### config.mk
export PLATFORM = sky130hd
export DESIGN_NAME = alu_issue_stage_flat
export DESIGN_NICKNAME = d
export VERILOG_FILES = /design/src/rtl/alu_pkg.sv /design/src/rtl/alu_issue_stage_if.sv /design/src/rtl/alu_cmd_fifo.sv /design/src/rtl/alu_issue_stage.sv /design/src/flat_wrapper.sv
export SDC_FILE = /design/constraint.sdc
export NUM_CORES = 1
export LEC_CHECK = 0
export ABC_AREA = 1
export BUFFER_PORTS_ARGS = -buffer_cell sky130_fd_sc_hd__buf_2
export CAP_MARGIN = 10
export CORE_ASPECT_RATIO = 1.4
export CORE_UTILIZATION = 30
export CTS_BUF_LIST = sky130_fd_sc_hd__clkbuf_4 sky130_fd_sc_hd__clkbuf_8
export CTS_CLUSTER_SIZE = 16
export DETAILED_ROUTE_END_ITERATION = 10
export PLACE_DENSITY_LB_ADDON = 0.2
export SLEW_MARGIN = 20
export SYNTH_ARGS = -nofsm -noshare
export SYNTH_HDL_FRONTEND = slang
export SYNTH_SLANG_ARGS = --single-unit
### constraint.sdc
create_clock -name clk -period 5.55 [get_ports clk]
set_input_delay 0.2775 -clock clk [delete_from_list [all_inputs] [get_ports clk]]
set_output_delay 0.2775 -clock clk [all_outputs]
set_load 0.05 [all_outputs]
### src/rtl/alu_pkg.sv
// Shared ALU command definitions: opcodes, control encodings, flag positions
// and the opcode decoder applied at the head of the command FIFO.
package alu_pkg;

  localparam logic [4:0] OP_ADD = 5'd16;
  localparam logic [4:0] OP_SUB = 5'd17;

  localparam logic [3:0] S_ADD = 4'b1001;
  localparam logic [3:0] S_SUB = 4'b0110;

  localparam int FLAG_C = 3;
  localparam int FLAG_V = 2;
  localparam int FLAG_N = 1;
  localparam int FLAG_Z = 0;

  // Flags reported for an illegal opcode: only Z set, matching the forced zero data.
  localparam logic [3:0] ILLEGAL_FLAGS = 4'b0001;

  typedef struct packed {
    logic [3:0] s;
    logic       m;
    logic       cin;
    logic       illegal;
  } alu_ctrl_t;

  // Opcodes 0-15 select a logic function directly, 16/17 are ADD/SUB, the rest are illegal.
  function automatic alu_ctrl_t decode_op(input logic [4:0] op);
    alu_ctrl_t c;
    c = '{s: 4'b0000, m: 1'b0, cin: 1'b1, illegal: 1'b0};
    if (!op[4]) begin
      c.s = op[3:0];
    end else if (op == OP_ADD) begin
      c.s   = S_ADD;
      c.m   = 1'b1;
      c.cin = 1'b0;
    end else if (op == OP_SUB) begin
      c.s   = S_SUB;
      c.m   = 1'b1;
      c.cin = 1'b1;
    end else begin
      c.illegal = 1'b1;
    end
    return c;
  endfunction

endpackage

### src/rtl/alu_issue_stage_if.sv
// Command, ALU and result signals of the issue stage, bundled for port use.
interface alu_issue_stage_if #(
  parameter int n     = 32,
  parameter int DEPTH = 4
);
  localparam int LW = $clog2(DEPTH) + 1;

  logic          in_valid;
  logic          in_ready;
  logic [4:0]    in_op;
  logic [n-1:0]  in_a;
  logic [n-1:0]  in_b;

  logic [n-1:0]  alu_opA;
  logic [n-1:0]  alu_opB;
  logic [3:0]    alu_S;
  logic          alu_M;
  logic          alu_Cin;
  logic [n-1:0]  alu_DO;
  logic          alu_C;
  logic          alu_V;
  logic          alu_N;
  logic          alu_Z;

  logic          out_valid;
  logic          out_ready;
  logic [n-1:0]  out_data;
  logic [3:0]    out_flags;
  logic          out_err;
  logic [LW-1:0] level;

  // The issue stage itself.
  modport slave (
    input  in_valid, in_op, in_a, in_b,
    input  alu_DO, alu_C, alu_V, alu_N, alu_Z,
    input  out_ready,
    output in_ready,
    output alu_opA, alu_opB, alu_S, alu_M, alu_Cin,
    output out_valid, out_data, out_flags, out_err, level
  );

  // The surroundings: command producer, ALU and result consumer.
  modport master (
    output in_valid, in_op, in_a, in_b,
    output alu_DO, alu_C, alu_V, alu_N, alu_Z,
    output out_ready,
    input  in_ready,
    input  alu_opA, alu_opB, alu_S, alu_M, alu_Cin,
    input  out_valid, out_data, out_flags, out_err, level
  );

endinterface

### src/rtl/alu_cmd_fifo.sv
// Synchronous FIFO with asynchronous reset and an explicit occupancy counter.
module alu_cmd_fifo #(
  parameter int WIDTH = 69,
  parameter int DEPTH = 4
) (
  input  logic                       clk,
  input  logic                       rst,
  input  logic                       wr_en,
  input  logic [WIDTH-1:0]           wr_data,
  input  logic                       rd_en,
  output logic [WIDTH-1:0]           rd_data,
  output logic                       full,
  output logic                       empty,
  output logic [$clog2(DEPTH):0]     level
);
  localparam int AW = $clog2(DEPTH);
  localparam int LW = AW + 1;

  logic [WIDTH-1:0] mem [DEPTH];
  logic [AW-1:0]    wr_ptr;
  logic [AW-1:0]    rd_ptr;
  logic [LW-1:0]    count;
  logic             push;
  logic             pop;

  // Full blocks pushes even if a pop happens in the same cycle.
  assign push    = wr_en && !full;
  assign pop     = rd_en && !empty;
  assign full    = (count == LW'(DEPTH));
  assign empty   = (count == '0);
  assign level   = count;
  assign rd_data = mem[rd_ptr];

  // Write storage on accepted push.
  // NOTE: storage has no reset; entries are only read once count says they are valid.
  always_ff @(posedge clk) begin
    if (push) mem[wr_ptr] <= wr_data;
  end

  // Pointers wrap naturally at the power-of-two depth; count tracks occupancy.
  // NOTE: sequential state uses non-blocking assignments so all registers update together.
  always_ff @(posedge clk or posedge rst) begin
    if (rst) begin
      wr_ptr <= '0;
      rd_ptr <= '0;
      count  <= '0;
    end else begin
      if (push) wr_ptr <= wr_ptr + 1'b1;
      if (pop)  rd_ptr <= rd_ptr + 1'b1;
      case ({push, pop})
        2'b10:   count <= count + 1'b1;
        2'b01:   count <= count - 1'b1;
        default: count <= count;
      endcase
    end
  end

endmodule

### src/rtl/alu_issue_stage.sv
// Issue stage around a combinational ALU: buffers raw commands, decodes the
// FIFO head into ALU controls and registers the ALU response into a result port.
module alu_issue_stage
  import alu_pkg::*;
#(
  parameter int n     = 32,
  parameter int DEPTH = 4
) (
  input  logic              clk,
  input  logic              rst,
  alu_issue_stage_if.slave  bus
);
  localparam int CW = 5 + 2 * n;

  logic [CW-1:0] head;
  logic [4:0]    head_op;
  logic [n-1:0]  head_a;
  logic [n-1:0]  head_b;
  logic          full;
  logic          empty;
  logic          capture;
  alu_ctrl_t     ctrl;
  logic [3:0]    alu_flags;

  logic          out_valid_q;
  logic [n-1:0]  out_data_q;
  logic [3:0]    out_flags_q;
  logic          out_err_q;

  alu_cmd_fifo #(
    .WIDTH (CW),
    .DEPTH (DEPTH)
  ) u_fifo (
    .clk     (clk),
    .rst     (rst),
    .wr_en   (bus.in_valid),
    .wr_data ({bus.in_op, bus.in_a, bus.in_b}),
    .rd_en   (capture),
    .rd_data (head),
    .full    (full),
    .empty   (empty),
    .level   (bus.level)
  );

  assign {head_op, head_a, head_b} = head;
  assign ctrl        = decode_op(head_op);
  assign capture     = !empty && (!out_valid_q || bus.out_ready);

  assign bus.in_ready  = !full;
  assign bus.alu_opA   = head_a;
  assign bus.alu_opB   = head_b;
  assign bus.alu_S     = ctrl.s;
  assign bus.alu_M     = ctrl.m;
  assign bus.alu_Cin   = ctrl.cin;

  assign bus.out_valid = out_valid_q;
  assign bus.out_data  = out_data_q;
  assign bus.out_flags = out_flags_q;
  assign bus.out_err   = out_err_q;

  // Pack the ALU flags into {C,V,N,Z} order.
  // NOTE: default every always_comb output first so no path infers a latch.
  always_comb begin
    alu_flags         = '0;
    alu_flags[FLAG_C] = bus.alu_C;
    alu_flags[FLAG_V] = bus.alu_V;
    alu_flags[FLAG_N] = bus.alu_N;
    alu_flags[FLAG_Z] = bus.alu_Z;
  end

  // Result register: load on capture, clear valid when consumed, hold otherwise.
  always_ff @(posedge clk or posedge rst) begin
    if (rst) begin
      out_valid_q <= 1'b0;
      out_data_q  <= '0;
      out_flags_q <= '0;
      out_err_q   <= 1'b0;
    end else if (capture) begin
      out_valid_q <= 1'b1;
      if (ctrl.illegal) begin
        out_data_q  <= '0;
        out_flags_q <= ILLEGAL_FLAGS;
        out_err_q   <= 1'b1;
      end else begin
        out_data_q  <= bus.alu_DO;
        out_flags_q <= alu_flags;
        out_err_q   <= 1'b0;
      end
    end else if (bus.out_ready) begin
      out_valid_q <= 1'b0;
    end
  end

endmodule

### src/flat_wrapper.sv
// flat-port wrapper written by rule: the top's interface ports become plain ports
module alu_issue_stage_flat import alu_pkg::*;
#(
  parameter int n     = 32,
  parameter int DEPTH = 4
)
  (clk, rst, bus_in_valid, bus_in_op, bus_in_a, bus_in_b, bus_alu_DO, bus_alu_C, bus_alu_V, bus_alu_N, bus_alu_Z, bus_out_ready, bus_in_ready, bus_alu_opA, bus_alu_opB, bus_alu_S, bus_alu_M, bus_alu_Cin, bus_out_valid, bus_out_data, bus_out_flags, bus_out_err, bus_level);
  alu_issue_stage_if #(.n(n), .DEPTH(DEPTH)) bus_i ();
  input  logic clk;
  input  logic rst;
  input wire logic [$bits(bus_i.in_valid)-1:0] bus_in_valid;
  input wire logic [$bits(bus_i.in_op)-1:0] bus_in_op;
  input wire logic [$bits(bus_i.in_a)-1:0] bus_in_a;
  input wire logic [$bits(bus_i.in_b)-1:0] bus_in_b;
  input wire logic [$bits(bus_i.alu_DO)-1:0] bus_alu_DO;
  input wire logic [$bits(bus_i.alu_C)-1:0] bus_alu_C;
  input wire logic [$bits(bus_i.alu_V)-1:0] bus_alu_V;
  input wire logic [$bits(bus_i.alu_N)-1:0] bus_alu_N;
  input wire logic [$bits(bus_i.alu_Z)-1:0] bus_alu_Z;
  input wire logic [$bits(bus_i.out_ready)-1:0] bus_out_ready;
  output wire logic [$bits(bus_i.in_ready)-1:0] bus_in_ready;
  output wire logic [$bits(bus_i.alu_opA)-1:0] bus_alu_opA;
  output wire logic [$bits(bus_i.alu_opB)-1:0] bus_alu_opB;
  output wire logic [$bits(bus_i.alu_S)-1:0] bus_alu_S;
  output wire logic [$bits(bus_i.alu_M)-1:0] bus_alu_M;
  output wire logic [$bits(bus_i.alu_Cin)-1:0] bus_alu_Cin;
  output wire logic [$bits(bus_i.out_valid)-1:0] bus_out_valid;
  output wire logic [$bits(bus_i.out_data)-1:0] bus_out_data;
  output wire logic [$bits(bus_i.out_flags)-1:0] bus_out_flags;
  output wire logic [$bits(bus_i.out_err)-1:0] bus_out_err;
  output wire logic [$bits(bus_i.level)-1:0] bus_level;
  assign bus_i.in_valid = bus_in_valid;
  assign bus_i.in_op = bus_in_op;
  assign bus_i.in_a = bus_in_a;
  assign bus_i.in_b = bus_in_b;
  assign bus_i.alu_DO = bus_alu_DO;
  assign bus_i.alu_C = bus_alu_C;
  assign bus_i.alu_V = bus_alu_V;
  assign bus_i.alu_N = bus_alu_N;
  assign bus_i.alu_Z = bus_alu_Z;
  assign bus_i.out_ready = bus_out_ready;
  assign bus_in_ready = bus_i.in_ready;
  assign bus_alu_opA = bus_i.alu_opA;
  assign bus_alu_opB = bus_i.alu_opB;
  assign bus_alu_S = bus_i.alu_S;
  assign bus_alu_M = bus_i.alu_M;
  assign bus_alu_Cin = bus_i.alu_Cin;
  assign bus_out_valid = bus_i.out_valid;
  assign bus_out_data = bus_i.out_data;
  assign bus_out_flags = bus_i.out_flags;
  assign bus_out_err = bus_i.out_err;
  assign bus_level = bus_i.level;
  alu_issue_stage #(.n(n), .DEPTH(DEPTH)) u_core (.clk(clk), .rst(rst), .bus(bus_i));
endmodule
==> summary.md, run 1 <==
The first TritonRoute pass finished after 4 iterations. The critical path goes through inv_4, buf_4, o21ai_0, o22ai_1, buf_2. The number of library cell types mapped by synthesis came out at 22. The aggregate negative setup slack came out at 0 ns. TritonCTS built the clock tree.

Clock-pin slew was measured on the worst setup and hold paths at 0.07 ns. The run gives 86 as the row count. The tools report the origin of the worst setup path as u_core.u_fifo.rd_ptr[0].

At the end of the flow, the number of nets in the layout was 1353. For flop-to-flop paths, the worst setup slack is 2.63 ns. For the number of nets still failing antenna checks after routing, the log shows 0.

The startpoint type of the worst setup path is a register. The routability-driven placement congestion ratio was 0.704; the logic depth of the worst path, buffers included was 5. The iteration-0 DRC count of the detailed router is 319.

The post-detailed-route via-to-cell ratio was 4.53; the number of cells produced by synthesis was 906. The tools report the end point of the critical path as bus_alu_opA[1]. Counting every net in the synthesized netlist gives 1021. The floorplan step set the die width to 172 microns. In this run the critical register-to-register path is captured at u_core.bus.out_flags[0].

Dividing total power by cell area gives a power density of 628 mW/mm^2. For the pin with the worst max-slew slack, the measured transition is 0.971 ns. For the number of antenna violations at the first check in global routing, the log shows 3. During synthesis, Yosys emitted a total of 0 warnings. Measured in cells, the most critical reg-to-reg path has a length of 9. The wire length per cell is 16.7 microns, and the post-route worst setup slack is 1.87 ns. The critical path's slowest cell is sky130_fd_sc_hd__dfrtp_4. On the critical path the largest part of the delay comes from buffers and inverters. For this design, the sink count on the clock tree is 321.

Derived from the worst setup path, the maximum achievable clock frequency is 271 MHz. The worst voltage drop across the vdd grid was 0.321 mV; the headroom to the max-slew limit was 0.353. Post-route minimum period: 3.68 ns. The worst register-to-register path begins at u_core.u_fifo.rd_ptr[0].

A synthesized cell averages 13.4 sq um. For this run the aggregate overflow at the end of global routing stands at 0. The run gives 89 as the pin count of the biggest net entering global routing. The fraction of the cycle the final worst path needs works out to 0.664. The type of the worst setup path is register to primary output. The routed design has 30.1 mm of wire. Max-cap violations in this run came to 0.

The area growth from synthesis to layout is 30.6%. Counting along the longest clock path gives a buffer depth of 3. The HPWL after detailed placement is 16.2 mm. Setup repair after global routing left no endpoint under its margin.

The portion of the post-synthesis area used by sequential elements was 0.775; the final worst hold slack was 0.379 ns. Summing all non-filler instances in the final layout gives an area of 0.0159 sq mm. The tools report the netlist area before placement as 0.0121 sq mm. For this run, design rule violations remaining after detail routing come to 0.

For the worst-skew pair, the clock arrives at the later sink with an insertion delay of 0.58 ns. The synthesized design contains 321 register bits. The run finished with clean final reports. Clock tree root driver cell: sky130_fd_sc_hd__clkbuf_8. The number of vias after detailed routing is 8152, and the final clock skew is 0.0202 ns. The initial core utilization was 0.307; the area of the die was 0.0413 sq mm.

The number of buffer and inverter instances along the worst setup path works out to 3. Required time at the endpoint of the critical path: 5.27 ns. The run gives 221 as the number of top-level pins. Of all nets on the critical path, the largest fanout is 76. The number of hold violations in the final report is 0. The worst setup path is captured at a primary output. Data arrives at the worst endpoint at 3.41 ns. The longest individual stage delay on the worst path is 0.72 ns. In this run the worst hold path is classified as input port to asynchronous set/reset pin.

In this run the tool buffered the top-level ports with 220 buffer cells. Once placement finished, the instance area stood at 0.0138 sq mm. The tools report the number of global-route vias before repair as 8053.

After clock tree synthesis, the setup repair step added 0 buffers. Summed over all cells, the static leakage comes to 6.08 nW. In this run, CTS created clock tree buffers numbering 52. The floorplan step set the die height to 240 microns. For the overall routing resource usage, the log shows 0.144.

The H-tree generated during clock tree synthesis spans 2 levels. After floorplanning, the core was sized to cover 0.0396 sq mm. At the placement stage, the worst setup path has a slack of 2.35 ns. The first global-routing pass estimated 44.9 mm of wire. The final max-slew violation count is 0, and the number of endpoints failing setup at the final stage is 0.

The share of cells above drive strength 1 works out to 0.246.
cells by family (layout without fill, tap and decap cells):
group                    Yosys count  in the layout  share of synthesized area
AND/OR/NAND/NOR                  288            288                     0.0936
XOR/XNOR                           4              4                    0.00288
other                              0              2                          0
flip-flops                       321            321                      0.775
AO/OA/AOI/OAI                    207            207                     0.0931
buffers and inverters             80            445                     0.0287
adder cells (fa/ha/maj)            6              6                    0.00680
tightest hold or removal path, cell delays in order:
cell and delay [ns]:
sky130_fd_sc_hd__dlygate4sd3_1 0.52, sky130_fd_sc_hd__buf_2 0.12, sky130_fd_sc_hd__clkinv_1 0.03, sky130_fd_sc_hd__buf_4 0.48
flip-flops by register name (all words and copies together), names as in the netlist:
register / count
u_core.u_fifo.rd_ptr: 2
u_core.bus.out_valid: 1
u_core.u_fifo.mem: 276
u_core.u_fifo.level: 3
u_core.bus.out_data: 32
u_core.u_fifo.wr_ptr: 2
u_core.bus.out_err: 1
u_core.bus.out_flags: 4
power by group:
group          internal, W  total [W]  switching (W)
registers          0.00321    0.00341       0.000200
clock network      0.00108    0.00196       0.000886
logic             0.000981    0.00459        0.00361
total              0.00527    0.00997        0.00470
cells in the final DEF (no fill, tap or decap), drive strengths merged:
| cell | instances |
|---|---|
| edfxtp | 276 |
| buf | 231 |
| nor2 | 138 |
| o21ai | 137 |
| dlygate4sd3 | 107 |
| nand2 | 106 |
| o22ai | 64 |
| clkbuf | 62 |
| dfrtp | 45 |
| nand3 | 43 |
| clkinv | 21 |
| inv | 19 |
| ha | 5 |
| a21oi | 4 |
| xor2 | 3 |
| bufinv | 3 |
| diode | 2 |
| clkinvlp | 2 |
| xnor2 | 1 |
| a31oi | 1 |
| o21bai | 1 |
| nand4 | 1 |
| fa | 1 |
Yosys cell counts:
master / instances / area (sq um)
sky130_fd_sc_hd__edfxtp_1: 276 / 8290
sky130_fd_sc_hd__nor2_1: 138 / 518
sky130_fd_sc_hd__o21ai_0: 137 / 686
sky130_fd_sc_hd__nand2_1: 106 / 398
sky130_fd_sc_hd__o22ai_1: 64 / 400
sky130_fd_sc_hd__dfrtp_1: 45 / 1130
sky130_fd_sc_hd__nand3_1: 43 / 215
sky130_fd_sc_hd__clkbuf_1: 40 / 150
sky130_fd_sc_hd__inv_1: 19 / 71.3
sky130_fd_sc_hd__buf_2: 9 / 45.0
sky130_fd_sc_hd__ha_1: 5 / 62.6
sky130_fd_sc_hd__a21oi_1: 4 / 20.0
sky130_fd_sc_hd__buf_1: 4 / 15.0
sky130_fd_sc_hd__buf_4: 4 / 30.0
sky130_fd_sc_hd__buf_6: 3 / 33.8
sky130_fd_sc_hd__xor2_1: 3 / 26.3
sky130_fd_sc_hd__a31oi_1: 1 / 6.26
sky130_fd_sc_hd__fa_1: 1 / 20.0
sky130_fd_sc_hd__inv_2: 1 / 3.75
sky130_fd_sc_hd__nand4_1: 1 / 6.26
sky130_fd_sc_hd__o21bai_4: 1 / 18.8
sky130_fd_sc_hd__xnor2_1: 1 / 8.76
worst min path at each step:
stage	end	slack (ns)	cells past startpoint
global placement	u_core.bus.out_data[8]	0.46	2
CTS	u_core.u_fifo.wr_ptr[0]	0.35	4
detailed placement	u_core.bus.out_data[28]	0.46	3
floorplan	u_core.bus.out_valid	0.37	1
finish	u_core.u_fifo.wr_ptr[0]	0.38	4
global route	u_core.u_fifo.wr_ptr[1]	0.37	4
routing by layer:
layer / share of wire / vias to the layer above / global-route usage
li1: - / 3948 / -
met1: 0.43 / 3941 / 0.175
met2: 0.49 / 208 / 0.247
met3: 0.057 / 53 / 0.0334
met4: 0.023 / 2 / 0.0526
met5: 0.00043 / - / 0
through the flow:
step	cells	power [W]	util
floorplan	906	0.00688	-
global route	1801	0.0106	0.401
finish	1801	0.00997	0.401
CTS	1799	0.0101	0.401
detailed placement	1605	0.00808	0.349
global placement	1605	0.00806	0.349
area by class of cell:
cell class / count / area [sq um]
Inverter: 20 / 77.6
Antenna cell: 2 / 5.00
Clock inverter: 25 / 186
Tap cell: 528 / 661
Sequential cell: 321 / 9420
Fill cell: 3825 / 23700
Timing Repair Buffer: 338 / 2290
Multi-Input combinational cell: 505 / 2430
Clock buffer: 62 / 797
timing repair:
item                                    in CTS  in global routing
endpoints found under the setup margin       0                  0
endpoints found under the hold margin      358                  0
gates resized for setup                      0                  0
hold buffers                               107                  0
No activity file was read; power rests on OpenSTA's default activity.
==> run 2, diff against run 1 <==
- clock period: 5.55 -> 3.15 ns (I/O delays scaled with it)
==> run 2 against run 1 <==
  * Worst setup slack got worse by 1.6 ns
  * Largest cell class unchanged
  * Via count rose by 0.87%
  * Critical path type unchanged
  * First-iteration DRC count rose by 22%
  * Highest routed layer unchanged
  * Critical path depth did not move
==> summary.md, run 2 (synthesis results as in run 1) <==
The logs give 2 (-1) for the number of antenna violations at the first check in global routing and 0 (unchanged) for the final max-slew violation count. The run gives 44.9 mm (about the same) as the global-route wire length before repair. Most common cell after layout, fill and taps aside: sky130_fd_sc_hd__edfxtp_1.

The share of cells above drive strength 1 is 0.256 (+0.00937), and the maximum fanout along the worst path is 58 (-24%). The number of endpoints failing setup at the final stage came out at 0 (unchanged). The run gives 0.424 (+0.0716) as the headroom to the max-slew limit.

The core outline area came out at 0.0396 sq mm (unchanged). The row count is 86 (unchanged), and the overall routing resource usage is 0.144 (-0.000550). The tools report the final clock skew as 0.0173 ns (-0.00291 ns).

The register with the highest flop count is u_core.u_fifo.mem. The number of cells after detailed placement is 1611 (+0.37%). The number of buffers inserted by port buffering came out at 220 (unchanged).

The flow ran to the end, and the final reports show no timing, DRC or antenna violations. First-pass iteration count of the detailed router: 4 (unchanged). The post-route minimum period is 2.84 ns, and the wire length per cell is 16.6 microns (-0.57%). Standby leakage power: 6.15 nW (+1.2%).

The buffer levels on the longest clock path is 3 (unchanged), and the wire length after detailed routing is 30.2 mm (+0.26%). The reg-to-reg critical path endpoint was u_core.u_fifo.level[2]. Aggregate negative setup slack: 0 ns (unchanged). The clock latency reported for the late side of the worst-skew pair came out at 0.59 ns (about the same). The run gives 70 (-21%) as the pin count of the biggest net entering global routing. Type of the worst setup path: register to primary output.

Die width: 172 microns (unchanged). The total congestion overflow is 0 (unchanged). The area of the die is 0.0413 sq mm (unchanged). The number of nets still failing antenna checks after routing came out at 0 (unchanged).

The fraction of the cycle the final worst path needs is 0.903. The worst flop-to-flop path startpoint was u_core.u_fifo.level[0]. The reg-to-reg setup timing slack is 0.83 ns (-1.80 ns), and the measured slew at the worst slew-check pin is 0.861 ns (-0.110 ns). The tools report the critical path data arrival time as 2.69 ns (-0.72 ns).

The logs give 8362 (+3.8%) for the number of global-route vias before repair and 8223 (+0.87%) for the number of vias after detailed routing. TritonCTS built the clock tree. The number of filler cells placed in the layout came out at 3853 (+0.73%).

Kind of end point of the critical path: a primary output. Cell count of the worst reg-to-reg path: 9 (unchanged). Setup repair after global routing left no endpoint under its margin. STA classifies the critical path startpoint as a register. The post-detailed-route via-to-cell ratio is 4.53 (about the same), and the number of buffers created by CTS is 52 (unchanged). The height of the die was 240 microns (unchanged); the count of buffers added by post-CTS timing repair for setup was 0 (unchanged). The tools report the count of H-tree levels built during CTS as 2 (unchanged). The logs give 16.5 mm (+1.5%) for the detailed-placement wirelength estimate and 221 (unchanged) for the number of top-level pins. The tools report the required time at the endpoint of the critical path as 2.99 ns (-2.28 ns). The routability-driven placement congestion ratio came out at 0.720 (+2.3%). The most critical setup path has its endpoint at bus_alu_opB[0]. For the iteration-0 DRC count of the detailed router, the log shows 388 (+22%). The total DRC errors in the routed layout is 0 (unchanged), and the clock transition time at the flip-flop clock pins of the worst setup and hold paths is 0.06 ns (about the same). The initial core utilization was 0.307 (unchanged).

Worst voltage drop across the vdd grid: 0.566 mV (+77%). In this run the worst hold path is classified as input port to register. Net count of the finished layout: 1359 (+0.44%).

In the layout the commonest cells are sky130_fd_sc_hd__edfxtp_1, sky130_fd_sc_hd__buf_2, sky130_fd_sc_hd__o21ai_0. The total power divided by cell area is 1110 mW/mm^2 (+77%). The relative area change from synthesis to final layout was 31.5%; the count of maximum capacitance violations was 0 (unchanged). The flip-flop count of the largest register, all copies and words added works out to 276 (unchanged). The number of hold violations in the final report was 0 (unchanged).

The run gives 1816 (+0.83%) as the filler-free cell count of the finished design. Clock tree synthesis selected as its root buffer the cell sky130_fd_sc_hd__clkbuf_8. In this run the worst setup path begins at u_core.u_fifo.rd_ptr[0]. The logs give 352 MHz for the maximum clock frequency and 321 (unchanged) for the total number of clock tree sinks.
[run 2: cell count changes in the layout (fill, tap and decap cells not counted)]
| cell | before | now |
|---|---|---|
| sky130_fd_sc_hd__buf_4 | 8 | 13 |
| sky130_fd_sc_hd__buf_6 | 0 | 1 |
| sky130_fd_sc_hd__clkbuf_4 | 9 | 13 |
| sky130_fd_sc_hd__clkinv_2 | 5 | 10 |
| sky130_fd_sc_hd__clkinv_4 | 0 | 1 |
| sky130_fd_sc_hd__diode_2 | 2 | 1 |
| sky130_fd_sc_hd__inv_4 | 1 | 0 |
| sky130_fd_sc_hd__inv_6 | 0 | 1 |
[run 2: area by class of cell]
class,instances,area (sq um),share of cell area
Inverter,20,80.1,0.00501
Multi-Input combinational cell,505,2430,0.152
Clock inverter,31,220,0.0138
Antenna cell,1,2.50,0.000157
Tap cell,528,661,0.0413
Timing Repair Buffer,344,2340,0.146
Clock buffer,66,827,0.0517
Sequential cell,321,9420,0.589
[run 2: metrics by stage]
stage | setup slack [ns] | cell area (sq um) | hold WS [ns] | total power, W | util
2_1_floorplan | -0.731 | 12200 | 0.254 | 0.0121 | -
3_3_place_gp | 0.760 | 13900 | 0.350 | 0.0142 | 0.350
3_5_place_dp | 0.722 | 13900 | 0.352 | 0.0143 | 0.350
4_1_cts | 0.0707 | 16000 | 0.193 | 0.0181 | 0.403
5_1_grt | 0.0362 | 16000 | 0.215 | 0.0188 | 0.404
6_report | 0.306 | 16000 | 0.222 | 0.0177 | 0.404
[run 2: power breakdown]
group,total [W],switching (W),internal [W]
combinational,0.00818,0.00641,0.00177
sequential,0.00595,0.000291,0.00566
clock,0.00361,0.00163,0.00197
[run 2: what timing repair did]
| item | in CTS | in global routing |
|---|---|---|
| gates resized for setup | 0 | 2 |
| endpoints found under the setup margin | 0 | 18 |
| endpoints found under the hold margin | 358 | 0 |
| hold buffers | 107 | 0 |
[run 2: how the worst min path moves through the flow]
| stage | from | end | slack (ns) | cells past startpoint |
|---|---|---|---|---|
| after floorplan | bus_out_ready | u_core.bus.out_valid | 0.25 | 1 |
| after global placement | rst | u_core.bus.out_data[10] | 0.35 | 3 |
| after detailed placement | rst | u_core.bus.out_data[8] | 0.35 | 3 |
| after CTS | bus_in_valid | u_core.u_fifo.wr_ptr[1] | 0.19 | 4 |
| after global routing | bus_in_valid | u_core.u_fifo.wr_ptr[0] | 0.22 | 3 |
| final | bus_in_valid | u_core.u_fifo.wr_ptr[1] | 0.22 | 4 |
[run 2: critical path: stages, from the launching register on]
cell	delay, ns
sky130_fd_sc_hd__dfrtp_4	0.57
sky130_fd_sc_hd__inv_6	0.37
sky130_fd_sc_hd__buf_4	0.51
sky130_fd_sc_hd__o21ai_0	0.18
sky130_fd_sc_hd__o22ai_1	0.15
sky130_fd_sc_hd__buf_2	0.31
[run 2: metal layers]
layer,part of all wire,vias to the layer above,GRT usage
met2,0.53,187,0.269
li1,-,3965,-
met1,0.40,4013,0.158
met4,0.021,2,0.0477
met3,0.046,56,0.0305
met5,0.00043,-,0
